===== config.mk =====
export PLATFORM = sky130hd
export DESIGN_NAME = ika87ad_bus_responder
export DESIGN_NICKNAME = d
export VERILOG_FILES = /design/src/rtl/ika87ad_bus_pkg.sv /design/src/rtl/ika87ad_bus_ram.sv /design/src/rtl/ika87ad_bus_responder.sv
export SDC_FILE = /design/constraint.sdc
export NUM_CORES = 2
export LEC_CHECK = 0
export CORE_MARGIN = 3
export CORE_UTILIZATION = 45
export CTS_CLUSTER_DIAMETER = 200
export DETAILED_ROUTE_END_ITERATION = 12
export PLACE_DENSITY = 0.58
export SETUP_SLACK_MARGIN = 0.3
export SYNTH_ARGS = -nofsm -noshare
export SYNTH_HDL_FRONTEND = slang
export SYNTH_HIERARCHICAL = 1
export SYNTH_SLANG_ARGS = --single-unit

===== constraint.sdc =====
create_clock -name i_EMUCLK -period 5.67 [get_ports i_EMUCLK]
set_clock_uncertainty 0.1 [all_clocks]
set_input_delay 1.134 -clock i_EMUCLK [delete_from_list [all_inputs] [get_ports i_EMUCLK]]
set_output_delay 1.134 -clock i_EMUCLK [all_outputs]
set_load 0.02 [all_outputs]

===== src/rtl/ika87ad_bus_pkg.sv =====
// ika87ad_bus_pkg: shared types, default address windows and region decode for the IKA87AD bus responder
package ika87ad_bus_pkg;

    typedef enum logic [2:0] {IDLE, EXT_RD, EXT_WR, FAST, DONE} state_t;
    typedef enum logic [1:0] {REG_EXT, REG_RAM, REG_ID, REG_NONE} region_t;

    localparam logic [15:0] DEF_EXT_END  = 16'h1000;
    localparam logic [15:0] DEF_RAM_BASE = 16'hFF00;
    localparam logic [15:0] DEF_ID_ADDR  = 16'h1401;
    localparam logic [7:0]  DEF_ID_VALUE = 8'hEE;
    localparam logic [7:0]  DEF_OPEN_BUS = 8'hFF;
    localparam int          DEF_TIMEOUT  = 64;

    function automatic region_t classify(input logic [15:0] a, input logic [15:0] ext_end,
                                         input logic [15:0] ram_base, input logic [15:0] id_addr);
        return (a < ext_end) ? REG_EXT : (a >= ram_base) ? REG_RAM : (a == id_addr) ? REG_ID : REG_NONE;
    endfunction

endpackage


===== src/rtl/ika87ad_bus_ram.sv =====
// ika87ad_bus_ram: 256x8 single-port RAM, synchronous read and write, block-RAM friendly
module ika87ad_bus_ram (
    input  logic       i_clk,
    input  logic       i_we,
    input  logic [7:0] i_addr,
    input  logic [7:0] i_wdata,
    output logic [7:0] o_rdata
);

    logic [7:0] r_mem [256];

    // Read-first single port: registered read data, optional write
    always_ff @(posedge i_clk) begin
        if (i_we) r_mem[i_addr] <= i_wdata;
        o_rdata <= r_mem[i_addr];
    end

endmodule


===== src/rtl/ika87ad_bus_responder.sv =====
// ika87ad_bus_responder: decodes CPU bus strobes to external/RAM/ID regions and stalls the CPU until data is ready
module ika87ad_bus_responder
    import ika87ad_bus_pkg::*;
#(
    parameter logic [15:0] EXT_END  = DEF_EXT_END,
    parameter logic [15:0] RAM_BASE = DEF_RAM_BASE,
    parameter logic [15:0] ID_ADDR  = DEF_ID_ADDR,
    parameter logic [7:0]  ID_VALUE = DEF_ID_VALUE,
    parameter logic [7:0]  OPEN_BUS = DEF_OPEN_BUS,
    parameter int          TIMEOUT  = DEF_TIMEOUT
) (
    input  logic        i_EMUCLK,
    input  logic        i_RESET_n,
    input  logic        i_PCEN_RAW,
    output logic        o_MCUCLK_PCEN,
    input  logic [15:0] i_A,
    input  logic        i_RD_n,
    input  logic        i_WR_n,
    input  logic [7:0]  i_DO,
    output logic [7:0]  o_DI,
    output logic        o_MEM_REQ,
    output logic        o_MEM_WE,
    output logic [15:0] o_MEM_ADDR,
    output logic [7:0]  o_MEM_WDATA,
    input  logic [7:0]  i_MEM_RDATA,
    input  logic        i_MEM_ACK,
    output logic        o_BUS_ERR
);

    localparam int CW = $clog2(TIMEOUT) + 1;

    state_t        r_state, w_next;
    region_t       r_region, w_region;
    logic          r_rd_q, r_wr_q, r_is_wr, r_err;
    logic [15:0]   r_addr;
    logic [7:0]    r_wdata, r_di;
    logic [CW-1:0] r_wait;
    logic          w_start, w_both, w_ext, w_timeout, w_stall, w_ram_we;
    logic [7:0]    w_ram_addr, w_ram_q;

    assign w_both    = ~i_RD_n & ~i_WR_n;
    assign w_start   = (r_state == IDLE) & ((~i_RD_n & r_rd_q) | (~i_WR_n & r_wr_q));
    assign w_region  = classify(i_A, EXT_END, RAM_BASE, ID_ADDR);
    assign w_ext     = (r_state == EXT_RD) | (r_state == EXT_WR);
    assign w_timeout = w_ext & ~i_MEM_ACK & (r_wait == CW'(TIMEOUT - 1));

    assign o_MCUCLK_PCEN = i_PCEN_RAW & ~w_stall;
    assign o_DI          = r_di;
    assign o_MEM_ADDR    = r_addr;
    assign o_MEM_WDATA   = r_wdata;
    assign o_BUS_ERR     = r_err;

    // Previous strobe samples, so a start needs a high-to-low transition
    always_ff @(posedge i_EMUCLK or negedge i_RESET_n) begin
        if (!i_RESET_n) begin
            r_rd_q <= 1'b0;
            r_wr_q <= 1'b0;
        end else begin
            r_rd_q <= i_RD_n;
            r_wr_q <= i_WR_n;
        end
    end

    // State register
    always_ff @(posedge i_EMUCLK or negedge i_RESET_n) begin
        if (!i_RESET_n) r_state <= IDLE;
        else r_state <= w_next;
    end

    // Next state: DONE is left only once both strobes are released
    always_comb begin
        w_next = r_state;
        case (r_state)
            IDLE:           if (w_start) w_next = w_both ? DONE : (w_region != REG_EXT) ? FAST : i_RD_n ? EXT_WR : EXT_RD;
            EXT_RD, EXT_WR: if (i_MEM_ACK | w_timeout) w_next = DONE;
            FAST:           w_next = DONE;
            DONE:           if (i_RD_n & i_WR_n) w_next = IDLE;
            default:        w_next = IDLE;
        endcase
    end

    // State-decoded outputs; RAM address comes straight from the bus at T0 so read data is ready a cycle later
    always_comb begin
        w_stall    = w_start | w_ext | (r_state == FAST);
        o_MEM_REQ  = w_ext;
        o_MEM_WE   = (r_state == EXT_WR);
        w_ram_we   = (r_state == FAST) & r_is_wr & (r_region == REG_RAM);
        w_ram_addr = (r_state == FAST) ? r_addr[7:0] : i_A[7:0];
    end

    // Access latch, ack wait counter, registered read data and error pulse
    always_ff @(posedge i_EMUCLK or negedge i_RESET_n) begin
        if (!i_RESET_n) begin
            r_addr   <= '0;
            r_wdata  <= '0;
            r_region <= REG_EXT;
            r_is_wr  <= 1'b0;
            r_wait   <= '0;
            r_di     <= OPEN_BUS;
            r_err    <= 1'b0;
        end else begin
            r_err  <= (w_start & w_both) | w_timeout;
            r_wait <= w_ext ? r_wait + 1'b1 : '0;
            if (w_start) begin
                r_addr   <= i_A;
                r_wdata  <= i_DO;
                r_region <= w_region;
                r_is_wr  <= ~i_WR_n;
            end
            if ((r_state == EXT_RD) & i_MEM_ACK) r_di <= i_MEM_RDATA;
            else if (w_timeout) r_di <= OPEN_BUS;
            else if ((r_state == FAST) & ~r_is_wr)
                r_di <= (r_region == REG_RAM) ? w_ram_q : (r_region == REG_ID) ? ID_VALUE : OPEN_BUS;
        end
    end

    ika87ad_bus_ram u_ram (
        .i_clk   (i_EMUCLK),
        .i_we    (w_ram_we),
        .i_addr  (w_ram_addr),
        .i_wdata (r_wdata),
        .o_rdata (w_ram_q)
    );

endmodule

==> out/metrics.yaml <==
drive_gt1_share_pct: 28.63
port_buffers: 73
crit_chain: "clkdlybuf4s50_1 > mux2_8 > buf_12 > mux4_2 > a22oi_1 > a21oi_1 > o41ai_1 > buf_4 > nand4_1"
cp_max_fo: 49
fillers: 13800
avgSynthCellArea_um2: 21.64
syn_inst: 3735
leakage_nw: 29.19
fmax_ghz: 0.2050
busiest_layer: "met2"
maxCapViolations: 0
antenna_found_initial: 8
wl_per_cell_um: 31.18
worst-endpoint-arrival_ns: 5.48
post-route-period-util_pct: 86.02
core_um2: 177300
drt-initial-drc-count: 4348
rsz0062_at_grt: "false"
synth_top_flop_cell: "edfxtp_1"
ioPinCount: 74
finalWorstSetupSlack_ns: 0.7925
routed_wl_mm: 208.4
synthArstFlopShare_pct: 2.281
yosysSeqAreaShare_pct: 77.79
htree_levels: 4
rr_startpoint: "r_state[2]"
final_cell_mix: "edfxtp_1, mux4_2, buf_4"
numCtsBuffers: 212
ir_drop_v: 0.0003610
die_w_um: 429.8
dpl.hpwl_mm: 126.7
drtAntennaViolNets: 0
track_usage_pct: 22.42
finalSetupTns_ns: 0
status: "finished, final reports clean"
clock_sinks: 2104
synth-edff-count: 2048
synthToLayoutAreaGrowth_pct: 15.64
multiInputGateArea_um2: 16870
final_cell_area_um2: 93460
grt_util_met2_pct: 35.17
path_clk_slew_ns: 0.06
ys_seq_elements: 2104
critPathCaptureType: "register"
clockRootBuffer: "clkbuf_16"
post-route-util_pct: 52.72
grtUsageMet1_pct: 32.71
netlist_area_um2: 80820
cts_tree: "built"
worstMarginPinSlew_ns: 1.196
synth_cell_type_count: 50
hold_class: "primary input to async pin"
clock_latency_ns: 0.83
die_y_um: 429.8
critPathSlowestCell: "clkdlybuf4s50_1"
final_common_cell: "edfxtp_1"
path_class: "primary input to register"
dpl_worst_slack_ns: 0.09726
worstPathRequired_ns: 6.27
grt_max_degree: 190
setup.worst_path.start_class: "primary input"
viasPerCell: 5.992
use_met3_pct: 3.493
grt_pass1_wl_mm: 298.7
grt_overflow: 0
row_count: 154
die_area_um2: 184700
place_congestion: 0.8173
crit_start: "i_A[0]"
place_area_um2: 86620
slew_headroom_pct: 20.23
num_vias: 40060
first_pass_iters: 7
drc: 0
cts.path.max_buffers: 3
ff_latch_area_um2: 62900
drv_slew: 0
finalCriticalPeriod_ns: 4.877
start_util_pct: 45.59
fin_hold_ws_ns: 0.3408
setup_viol: 0
finalHoldViolations: 0
syn-num-nets: 3774
layout.nets: 4197
worstRegToRegCells: 10
cp_slowest_stage_delay_ns: 0.92
yosysWarnings: 6
power.density_nw_per_um2: 432.3
first_global_vias: 40540
==> logic make-up after synthesis <==
family	count (synthesis)	synth area share [%]
buf+inv	248	1.468
mux	547	14.76
simple gates	388	2.075
fa+ha+maj	1	0.01548
compound gates	443	3.843
flops	2104	77.79
xor+xnor	4	0.04336
==> where the power goes <==
part / leakage [nW] / internal (W) / total (W) / switching (W)
Combinational: 6.82 / 0.00202 / 0.00672 / 0.00469
Sequential: 19.1 / 0.0196 / 0.0201 / 0.000506
Clock: 3.31 / 0.00761 / 0.0136 / 0.00595
Total: 29.2 / 0.0293 / 0.0404 / 0.0112
==> worst max-delay path: cells and delay by family <==
kind / cells / cell delay [ns]
AND/OR/NAND/NOR: 1 / 0.10
multiplexers: 2 / 1.22
AO/OA/AOI/OAI: 3 / 1.33
buffers and inverters: 3 / 1.58
==> area by class of cell <==
class	count	area share [%]
sequential	2104	67.30
multi-input combinational	1384	18.05
clock buffer	251	5.856
timing repair buffer	449	4.225
tap	2340	3.133
clock inverter	143	1.392
inverter	7	0.02811
antenna	7	0.01874
==> routing by layer <==
layer	wire [um]	up-vias	share of wire [%]
li1	-	16640	-
met1	87290	21520	42
met2	100100	1577	48
met3	14990	315	7.2
met4	5977	4	2.9
met5	22	-	0.011
==> sequential cells by signal, summed over array words and instances, names as in the netlist <==
signal and count:
r_is_wr 1, r_wait 7, o_DI 8, o_MEM_ADDR 16, r_state 3, u_ram/o_rdata 8, o_BUS_ERR 1, r_wr_q 1
u_ram/r_mem 2048, o_MEM_WDATA 8, r_rd_q 1, r_region 2
==> Yosys cell counts (4+ instances only) <==
library cell	instances	area [um^2]
inv_1	7	26.28
mux2_2	9	101.4
a22oi_1	256	1922
buf_1	19	71.32
nand2b_1	16	100.1
nand3_1	18	90.09
dfxtp_1	8	160.2
a21oi_1	132	660.6
mux4_2	512	11530
nor2_1	244	915.9
nand4_1	10	62.56
buf_2	36	180.2
nand2_1	37	138.9
o21ai_0	7	35.03
nor3_1	34	170.2
mux2_1	23	259.0
buf_6	18	202.7
dfrtp_1	40	1001
buf_4	20	150.1
o41ai_1	32	280.3
dfstp_2	8	210.2
nor2b_1	9	56.30
edfxtp_1	2048	61500
clkbuf_1	148	555.5
or3_1	4	25.02
and2_1	4	25.02
==> path summary, 6_finish.rpt <==
kind	to	slack, ns
worst max-delay path	u_ram/o_rdata[2]	0.79
worst min-delay path	o_MEM_WDATA[6]	0.34
worst max register to register	u_ram/o_rdata[2]	1.08
min in group i_EMUCLK	r_wait[0]	0.39
worst min register to register	r_wait[0]	0.39
max in group asynchronous	o_MEM_WDATA[2]	4.54
==> metrics by stage <==
| step | instances | total power, W |
|---|---|---|
| finish | 6685 | 0.04041 |
| CTS | 6673 | 0.04076 |
| floorplan | 3735 | 0.02432 |
| detailed placement | 6279 | 0.02726 |
| global route | 6679 | 0.04181 |
| global placement | 6279 | 0.02709 |
==> timing repair <==
item | in CTS | in global routing
gates resized for setup | 0 | 1
hold buffers | 0 | 0
endpoints found under the hold margin | 0 | 0
endpoints found under the setup margin | 0 | 2
setup buffers | 0 | 4
Note: power is estimated with default switching activity, not from simulation.
